`src/rtl/num_gen_pkg.sv`:
```
// Shared constants for the guessing-game number source: widths, default seed
// and the game's value range, also used by the game controller.
package num_gen_pkg;

  localparam int LFSR_W = 16;
  localparam int OUT_W  = 7;

  localparam logic [LFSR_W-1:0] DEFAULT_SEED = 16'hACE1;
  localparam int DEFAULT_MIN_VAL = 1;
  localparam int DEFAULT_MAX_VAL = 100;

  // An all-zero seed would lock the LFSR, so it is replaced by 1.
  function automatic logic [LFSR_W-1:0] fix_seed(input logic [LFSR_W-1:0] seed);
    return (seed == '0) ? {{(LFSR_W-1){1'b0}}, 1'b1} : seed;
  endfunction

endpackage

```
`src/rtl/lfsr16.sv`:
```
// 16-bit Fibonacci LFSR, x^16+x^14+x^13+x^11+1, with seed load on reset and
// a guard that reloads the seed if the state ever becomes all-zero.
module lfsr16
  import num_gen_pkg::*;
#(
  parameter logic [LFSR_W-1:0] SEED = DEFAULT_SEED
) (
  input  logic              clk,
  input  logic              rst_ni,
  output logic [LFSR_W-1:0] state_o,
  output logic [LFSR_W-1:0] next_state_o
);

  localparam logic [LFSR_W-1:0] SEED_EFF = fix_seed(SEED);

  logic [LFSR_W-1:0] state_q;
  logic [LFSR_W-1:0] state_d;
  logic              fb;

  assign fb = state_q[15] ^ state_q[13] ^ state_q[12] ^ state_q[10];

  always_comb begin
    state_d = {state_q[LFSR_W-2:0], fb};
    if (state_q == '0) begin
      state_d = SEED_EFF;
    end
  end

  always_ff @(posedge clk or negedge rst_ni) begin
    if (!rst_ni) begin
      state_q <= SEED_EFF;
    end else begin
      state_q <= state_d;
    end
  end

  assign state_o      = state_q;
  assign next_state_o = state_d;

endmodule

```
`src/rtl/num_generator.sv`:
```
// Pseudo-random secret-number source: the low LFSR bits are range-reduced by
// rejection into a registered value in MIN_VAL..MAX_VAL.
module num_generator
  import num_gen_pkg::*;
#(
  parameter logic [LFSR_W-1:0] SEED    = DEFAULT_SEED,
  parameter int                MIN_VAL = DEFAULT_MIN_VAL,
  parameter int                MAX_VAL = DEFAULT_MAX_VAL
) (
  input  logic             clk,
  input  logic             reset,
  output logic [OUT_W-1:0] generated_number
);

  localparam logic [OUT_W-1:0] SPAN_C    = OUT_W'(MAX_VAL - MIN_VAL);
  localparam logic [OUT_W:0]   MIN_C     = (OUT_W + 1)'(MIN_VAL);
  localparam logic [OUT_W-1:0] RST_VAL_C = OUT_W'(MIN_VAL);

  logic [LFSR_W-1:0] lfsr_state;
  logic [LFSR_W-1:0] lfsr_next;
  logic [OUT_W-1:0]  cand;
  logic [OUT_W:0]    sum;
  logic [OUT_W-1:0]  gen_q;
  logic [OUT_W-1:0]  gen_d;
  logic              unused_bits;

  lfsr16 #(
    .SEED(SEED)
  ) u_lfsr (
    .clk         (clk),
    .rst_ni      (reset),
    .state_o     (lfsr_state),
    .next_state_o(lfsr_next)
  );

  // Candidate comes from the value the LFSR is about to take, so the output
  // updates on the same edge as the LFSR step.
  assign cand = lfsr_next[OUT_W-1:0];
  assign sum  = {1'b0, cand} + MIN_C;

  always_comb begin
    gen_d = gen_q;
    if (cand <= SPAN_C) begin
      gen_d = sum[OUT_W-1:0];
    end
  end

  always_ff @(posedge clk or negedge reset) begin
    if (!reset) begin
      gen_q <= RST_VAL_C;
    end else begin
      gen_q <= gen_d;
    end
  end

  assign generated_number = gen_q;
  assign unused_bits      = ^{lfsr_state, lfsr_next[LFSR_W-1:OUT_W]};

endmodule

```
`config.mk`:
```
export PLATFORM = sky130hd
export DESIGN_NAME = num_generator
export DESIGN_NICKNAME = d
export VERILOG_FILES = /design/src/rtl/num_gen_pkg.sv /design/src/rtl/lfsr16.sv /design/src/rtl/num_generator.sv
export SDC_FILE = /design/constraint.sdc
export NUM_CORES = 1
export LEC_CHECK = 0
export ABC_AREA = 1
export BUFFER_PORTS_ARGS = -buffer_cell sky130_fd_sc_hd__buf_2
export CORE_ASPECT_RATIO = 1.5
export CORE_MARGIN = 5
export CORE_UTILIZATION = 50
export CTS_CLUSTER_SIZE = 10
export DETAILED_ROUTE_END_ITERATION = 12
export PLACE_DENSITY = 0.78
export SETUP_SLACK_MARGIN = 0.4
export SLEW_MARGIN = 5
export SYNTH_ARGS = -nofsm -noshare
export SYNTH_HDL_FRONTEND = slang
export SYNTH_SLANG_ARGS = --single-unit
```
`constraint.sdc`:
```
create_clock -name clk -period 2.2 [get_ports clk]
set_input_delay 0.66 -clock clk [delete_from_list [all_inputs] [get_ports clk]]
set_output_delay 0.66 -clock clk [all_outputs]
set_load 0.05 [all_outputs]
```
==> run metrics, run 1 <==
max frequency roughly 570 MHz; Seq/Total Area, Yosys 0.5299; final setup fails 0; Worst-path clk slew roughly 120 ps; Post-Synth XOR/XNOR Area 0.03164; worst path bufs/invs 1; RSZ-0062 raised after global routing true; Worst-Margin Slew between 400 and 500 ps; clk_lat worst skew a little over 300 ps; synth warn 0; vias per cell 5.012; GRT Overall Usage 0.1434; number of I/O port buffers 8; max-slew violations 0; pwr dens approximately 480 nW/µm²; critical path endpoint category output port; CTS tree yes; Fill cells about 200; Synth Area in Simple Gates 0.3209; CTS root buf clkbuf_4; Mapped Nets 129; non-filler cells, final between 150 and 200; Final TNS setup 0 ps; post-synthesis mux area share 0; Synth Cell Area around 1100 µm²; largest family of logic cells by synthesized area simple AND/OR/NAND/NOR gates; Nets 142; largest net degree at the start of global routing 24; adder-cell share of the synthesized area 0.01130; # diodes 0; critical path class reg2out; number of I/O pins 9; Die ar. about 3300 µm²; Clock Sinks 23; max incr delay on CP around 550 ps; mean area per synthesized cell 8.788 µm²; Yosys reg bits 23; CTS buffer count 3; period utilisation layout 0.7920; Die Span Y around 68 µm; GPL Wtd Cong ~0.94; core area 2181 µm²; Leak roughly 0.00065 µW; status completed; Synth Area in Compound Gates 0.007910; Area growth syn-to-layout 17.06%; Hold Vio Cnt, Final 0; GRT overflow 0; Total Wirelength 2356 µm; Final WS setup approximately 460 ps; Startpoint Class register; CP top delay family flip-flops; initial antenna violation count 0; htree depth 1; Max VDD drop approximately 0.29 mV; fin crit period 1742 ps; slowest CP cell dfstp_2; DIE WIDTH ~48 µm; crit path max fanout 2; layout cells sized above 1 0.3768; row cnt 21; Cells after Synth around 130; starting density of the core 0.5077; required time of the critical path approximately 1500 ps; Power Total between 600 and 700 µW; DR vias ~810; DP Worst Slack between 200 and 300 ps; number of distinct library cells after synthesis 19; vias in the first global route around 810; Worst EP arrival roughly 1100 ps; ANT nets after route 0; Cell Count Post-Placement 148; HP Class in2async; clock skew approximately 4.3 ps; dpl hpwl around 1400 µm; DRT iter0 DRCs 11; Multi-input gate area approximately 480 µm²; placed instance area around 1100 µm²; WL per Instance approximately 15 µm; Max-Cap Viols 0; Max-slew headroom 0.6723; Final Instance Area ~1300 µm²; first-pass GRT wire length 3553 µm; # DRC 0; crit-path cells clkbuf_4; Longest Clk Path Bufs 2; Detailed Routing Iterations Pass 1 4; Sequential Area 589.3 µm²
## kinds of logic after synthesis
group           after synthesis
compound gates                1
xor+xnor                      4
fa+ha+maj                     1
buf+inv                      24
flops                        23
simple gates                 73
## synth_stat cells
cell | instances | share of area
nand2_1 | 40 | 0.14
dfrtp_1 | 14 | 0.32
inv_1 | 14 | 0.047
nand3_1 | 10 | 0.045
nor2_1 | 10 | 0.034
dfstp_2 | 9 | 0.21
clkbuf_1 | 7 | 0.024
nand2_4 | 5 | 0.051
nor2_4 | 3 | 0.031
nor3_1 | 3 | 0.014
xor2_1 | 3 | 0.024
buf_6 | 1 | 0.010
clkinv_4 | 1 | 0.0079
dlygate4sd3_1 | 1 | 0.0090
ha_1 | 1 | 0.011
nand2_2 | 1 | 0.0057
nand4_1 | 1 | 0.0057
o21ai_2 | 1 | 0.0079
xnor2_1 | 1 | 0.0079
## per-stage QoR
stage	utilization	hold WS (ps)
5_1_grt	0.5944	323.7
3_5_place_dp	0.5175	367.5
2_1_floorplan	-	364.4
3_3_place_gp	0.5175	364.2
4_1_cts	0.5450	298.9
6_report	0.5944	288.5
## sequential cells by signal, indices dropped and copies added (netlist names)
signal	flops
u_lfsr.state_o	16
generated_number	7
## final cells by class
class / instances / share of cell area
sequential: 23 / 0.4546
clock inverter: 1 / 0.003861
timing repair buffer: 17 / 0.08494
multi-input combinational: 79 / 0.3697
inverter: 15 / 0.04730
tap: 23 / 0.02220
clock buffer: 3 / 0.01737
## where the power goes
| group | switching (µW) | total [µW] | internal (µW) |
|---|---|---|---|
| clock network | 124 | 192 | 68.0 |
| logic | 7.55 | 8.19 | 0.636 |
| registers | 0 | 424 | 424 |
## metal layers
metal  vias up  GRT usage  wire [µm]
met5         -          0          0
met4         0    0.08304        113
met3        10    0.02428         85
met1       384     0.1487        858
met2        17     0.2680       1299
li1        396          -          -
## placed cells by master, fill, tap and decap left out
| master | count |
|---|---|
| buf_2 | 7 |
| buf_4 | 9 |
| clkbuf_4 | 4 |
| clkinv_2 | 1 |
| clkinv_4 | 1 |
| dfrtp_1 | 12 |
| dfrtp_2 | 2 |
| dfstp_2 | 9 |
| ha_4 | 1 |
| inv_1 | 14 |
| nand2_1 | 38 |
| nand2_2 | 3 |
| nand2_4 | 4 |
| nand2_8 | 1 |
| nand3_1 | 8 |
| nand3_2 | 1 |
| nand3_4 | 1 |
| nand4_1 | 1 |
| nor2_1 | 8 |
| nor2_2 | 2 |
| nor2_4 | 3 |
| nor3_1 | 2 |
| nor3_4 | 1 |
| o21ai_2 | 1 |
| xnor2_1 | 1 |
| xor2_1 | 2 |
| xor2_2 | 1 |
## path summary, 6_finish.rpt
kind,cells past startpoint,slack (ps),endpoint,startpoint
max,1,460,generated_number[0],generated_number[0]
min,1,290,u_lfsr.state_o[4],reset
max reg2reg,11,470,generated_number[6],u_lfsr.state_o[2]
max in group asynchronous,1,1550,generated_number[0],reset
min in group clk,0,390,u_lfsr.state_o[9],u_lfsr.state_o[8]
min reg2reg,0,390,u_lfsr.state_o[9],u_lfsr.state_o[8]
## what timing repair did
| action | CTS | global route |
|---|---|---|
| resized for setup | 6 | 10 |
| setup buffers | 2 | 7 |
| cloned | 0 | 0 |
| hold buffers | 0 | 0 |
| pin swaps | 1 | 7 |
| hold endpoints to repair | 0 | 0 |
| setup endpoints to repair | 7 | 8 |
Power figures use the tool's default switching activity.
==> run 2: changes to the inputs <==
- ABC_AREA: 1 -> 0
- CORE_ASPECT_RATIO: 1.5 -> not set
- PLACE_DENSITY: 0.78 -> 0.82
- clock period: 2.2 -> 1.44 ns (I/O delays scaled with it)
==> run metrics, run 2 <==
starting density of the core 0.5326 (+0.02487); Clock Sinks 23 (unchanged); DR vias 699 (-13%); row cnt 15 (-29%); RSZ-0062 raised after global routing true; CTS tree yes; layout cells sized above 1 0.7368 (+0.3600); CTS buffer count 3 (unchanged); async set-reset flop share out of synthesis 1.000 (unchanged); pwr dens 651.6 nW/µm² (+35%); Cells after Synth 72 (-43%); clock skew 10.15 ps (+5.837 ps); # DRC 0 (unchanged); Top FF cell, synth dfrtp_1; fin crit period between 2000 and 2500 ps; status complete, but fails checks; top sig layer met4; number of distinct library cells after synthesis 21 (+2); vias per cell 5.029 (+0.33%); crit path max fanout 7 (+5); Worst-Margin Slew 467.6 ps (-23.86 ps); RR Endpoint generated_number[2]; GRT Overall Usage 0.2018 (+0.05841); DRT iter0 DRCs 15 (+4); max frequency 457.0 MHz; core area 1745 µm² (-20%); dpl hpwl 1302 µm (-8.6%); Largest register FFs 16 (unchanged); synth cell count leaders 14 x dfrtp_1, 9 x dfstp_2, 8 x clkbuf_1; clk_lat worst skew 320 ps (about the same); most common cell after layout, fill and taps aside buf_4; area share of the largest cell type after synthesis 0.3769 (+0.06047); reg2reg path depth 8 (-3); Total Wirelength 2643 µm (+12%); Routed met3 length 76 µm (-11%); htree depth 1 (unchanged); largest net degree at the start of global routing 24 (unchanged); Longest Clk Path Bufs 2 (unchanged); Seq/Total Area, Yosys 0.6312 (+0.1013); Area growth syn-to-layout 59.35%; DP Worst Slack -612.7 ps (-893.7 ps); max-slew violations 0 (unchanged); number of I/O pins 9 (unchanged); M1 wire length 1086 µm (+27%); FF-to-FF Start u_lfsr.state_o[10]; GPL Wtd Cong 0.8374 (-11%); slowest CP cell dfstp_2; Worst-path clk slew 130 ps (about the same); Startpoint Class register; synth warn 0 (unchanged); Die Span Y 53.12 µm (-21%); number of I/O port buffers 8 (unchanged); Mapped Nets 75 (-42%); mean area per synthesized cell 12.91 µm² (+47%); Max-Cap Viols 0 (unchanged); vias in the first global route 760 (-6.6%); GRT overflow 0 (unchanged); commonest cells after routing, fill and taps aside 27 x buf_4, 17 x buf_6, 14 x dfrtp_1; Final Util 0.8487 (+0.2544); Fill cells 88 (-56%); Die ar. 2822 µm² (-14%); Max VDD drop 0.6631 mV (+130%); R2R Setup Slk -750 ps (-1220 ps); number of synthesized flops with an enable pin 0 (unchanged); period utilisation layout 1.520; Yosys reg bits 23 (unchanged); Nets 118 (-17%); WL per Instance 19.01 µm (+30%); Leak 0.0006726 µW (+4.1%); Hold Vio Cnt, Final 0 (unchanged); hold_buf cts 0 (unchanged); crit-path cells nor4_4, nand4_1, nor2_2, or2_4, ha_4, o21ai_4, o2111ai_4, mux2_4; Detailed Routing Iterations Pass 1 4 (unchanged); most frequent cell after synthesis dfrtp_1; critical path class reg2reg; HP Class in2async; first-pass GRT wire length 3857 µm (+8.6%); Max-slew headroom 0.6883 (+0.01590); final setup fails 16 (+16); met2 wire len 1399 µm (+7.7%); CTS root buf clkbuf_4; Worst EP arrival 2400 ps (+1320 ps); max incr delay on CP 620 ps (+70 ps); top cell type by total area after synthesis dfrtp_1; Area contributors post-synth dfrtp_1 38%, dfstp_2 25%, mux2_2 6.1%, or2_2 4.7%, xnor2_1 4.7%; Final WS setup -748.3 ps (-1206 ps); required time of the critical path 1650 ps (+110 ps); failing checks negative setup slack; ANT nets after route 0 (unchanged); initial antenna violation count 0 (unchanged); Synth Cell Area 929.6 µm² (-16%); # diodes 0 (unchanged); critical path endpoint category register; DIE WIDTH 53.12 µm (+9.7%)
==> run 2: cell count changes after synthesis, moves of 4 or more <==
| cell | before | now |
|---|---|---|
| nand2_1 | 40 | 1 |
| inv_1 | 14 | 3 |
| nor2_1 | 10 | 2 |
| nand3_1 | 10 | 3 |
| or2_2 | 0 | 7 |
| mux2_2 | 0 | 5 |
| nand2_4 | 5 | 0 |
| xnor2_1 | 1 | 5 |
==> run 2: critical path, delay by kind of cell, from the launching register on <==
| kind | cells | cell delay, ps |
|---|---|---|
| AOI/OAI and AO/OA | 2 | 390 |
| muxes | 1 | 350 |
| adders and majority gates | 1 | 180 |
| and+or+nand+nor | 4 | 550 |
| DFF | 1 | 620 |
==> run 2: layout make-up <==
| type | instances | area, µm² | share of cell area |
|---|---|---|---|
| Sequential cell | 23 | 586.8 | 0.3961 |
| Timing Repair Buffer | 46 | 414.1 | 0.2796 |
| Multi-Input combinational cell | 38 | 407.9 | 0.2753 |
| Tap cell | 25 | 31.28 | 0.02111 |
| Clock buffer | 3 | 22.52 | 0.01520 |
| Inverter | 3 | 11.26 | 0.007601 |
| Clock inverter | 1 | 7.507 | 0.005068 |
==> run 2: how the worst max path moves through the flow <==
stage | start | endpoint | slack, ps | depth (start not counted)
2_1_floorplan | u_lfsr.state_o[15] | generated_number[1] | -560 | 7
3_3_place_gp | u_lfsr.state_o[13] | generated_number[5] | -570 | 8
3_5_place_dp | u_lfsr.state_o[13] | generated_number[4] | -610 | 8
4_1_cts | u_lfsr.state_o[15] | generated_number[2] | -670 | 7
5_1_grt | u_lfsr.state_o[10] | generated_number[4] | -800 | 9
6_report | u_lfsr.state_o[10] | generated_number[2] | -750 | 8
==> run 2: timing repair <==
| item | in CTS | in global routing |
|---|---|---|
| setup endpoints to repair | 22 | 22 |
| resized for setup | 23 | 15 |
| endpoints found under the hold margin | 0 | 0 |
| setup buffers | 12 | 11 |
| pin swaps | 5 | 10 |
==> run 2: per-layer routing <==
metal	global-route usage	up-vias
met1	0.2277	352
met3	0.03944	9
li1	-	320
met4	0.1021	0
met5	0	-
met2	0.3574	18
==> run 2: kinds of logic after synthesis <==
family                     Yosys count  synth area share
AOI/OAI and AO/OA                    4           0.05115
xor gates and xnor gates             7           0.06595
adders and majority gates            1           0.01346
buffers and inverters               11           0.04441
DFF                                 23            0.6312
muxes                                6           0.07133
and+or+nand+nor                     20            0.1225
==> run 2: power breakdown <==
group	total [µW]	switching (µW)	internal, µW
logic	11.9	11.0	0.974
registers	647	0	647
clock network	306	200	106
total	965	211	755
==> run 2: stage by stage <==
stage	TNS (ps)	hold WS [ps]	cells	total power (µW)	area, µm²
after detailed placement	-4110	368.6	112	671.6	1135
after floorplan	-3682	136.4	72	658.6	980.9
after CTS	-6877	57.17	128	972.2	1339
final	-8504	37.96	139	965.3	1481
after global routing	-9241	63.52	139	1007	1481
after global placement	-3856	381.5	112	671.4	1135
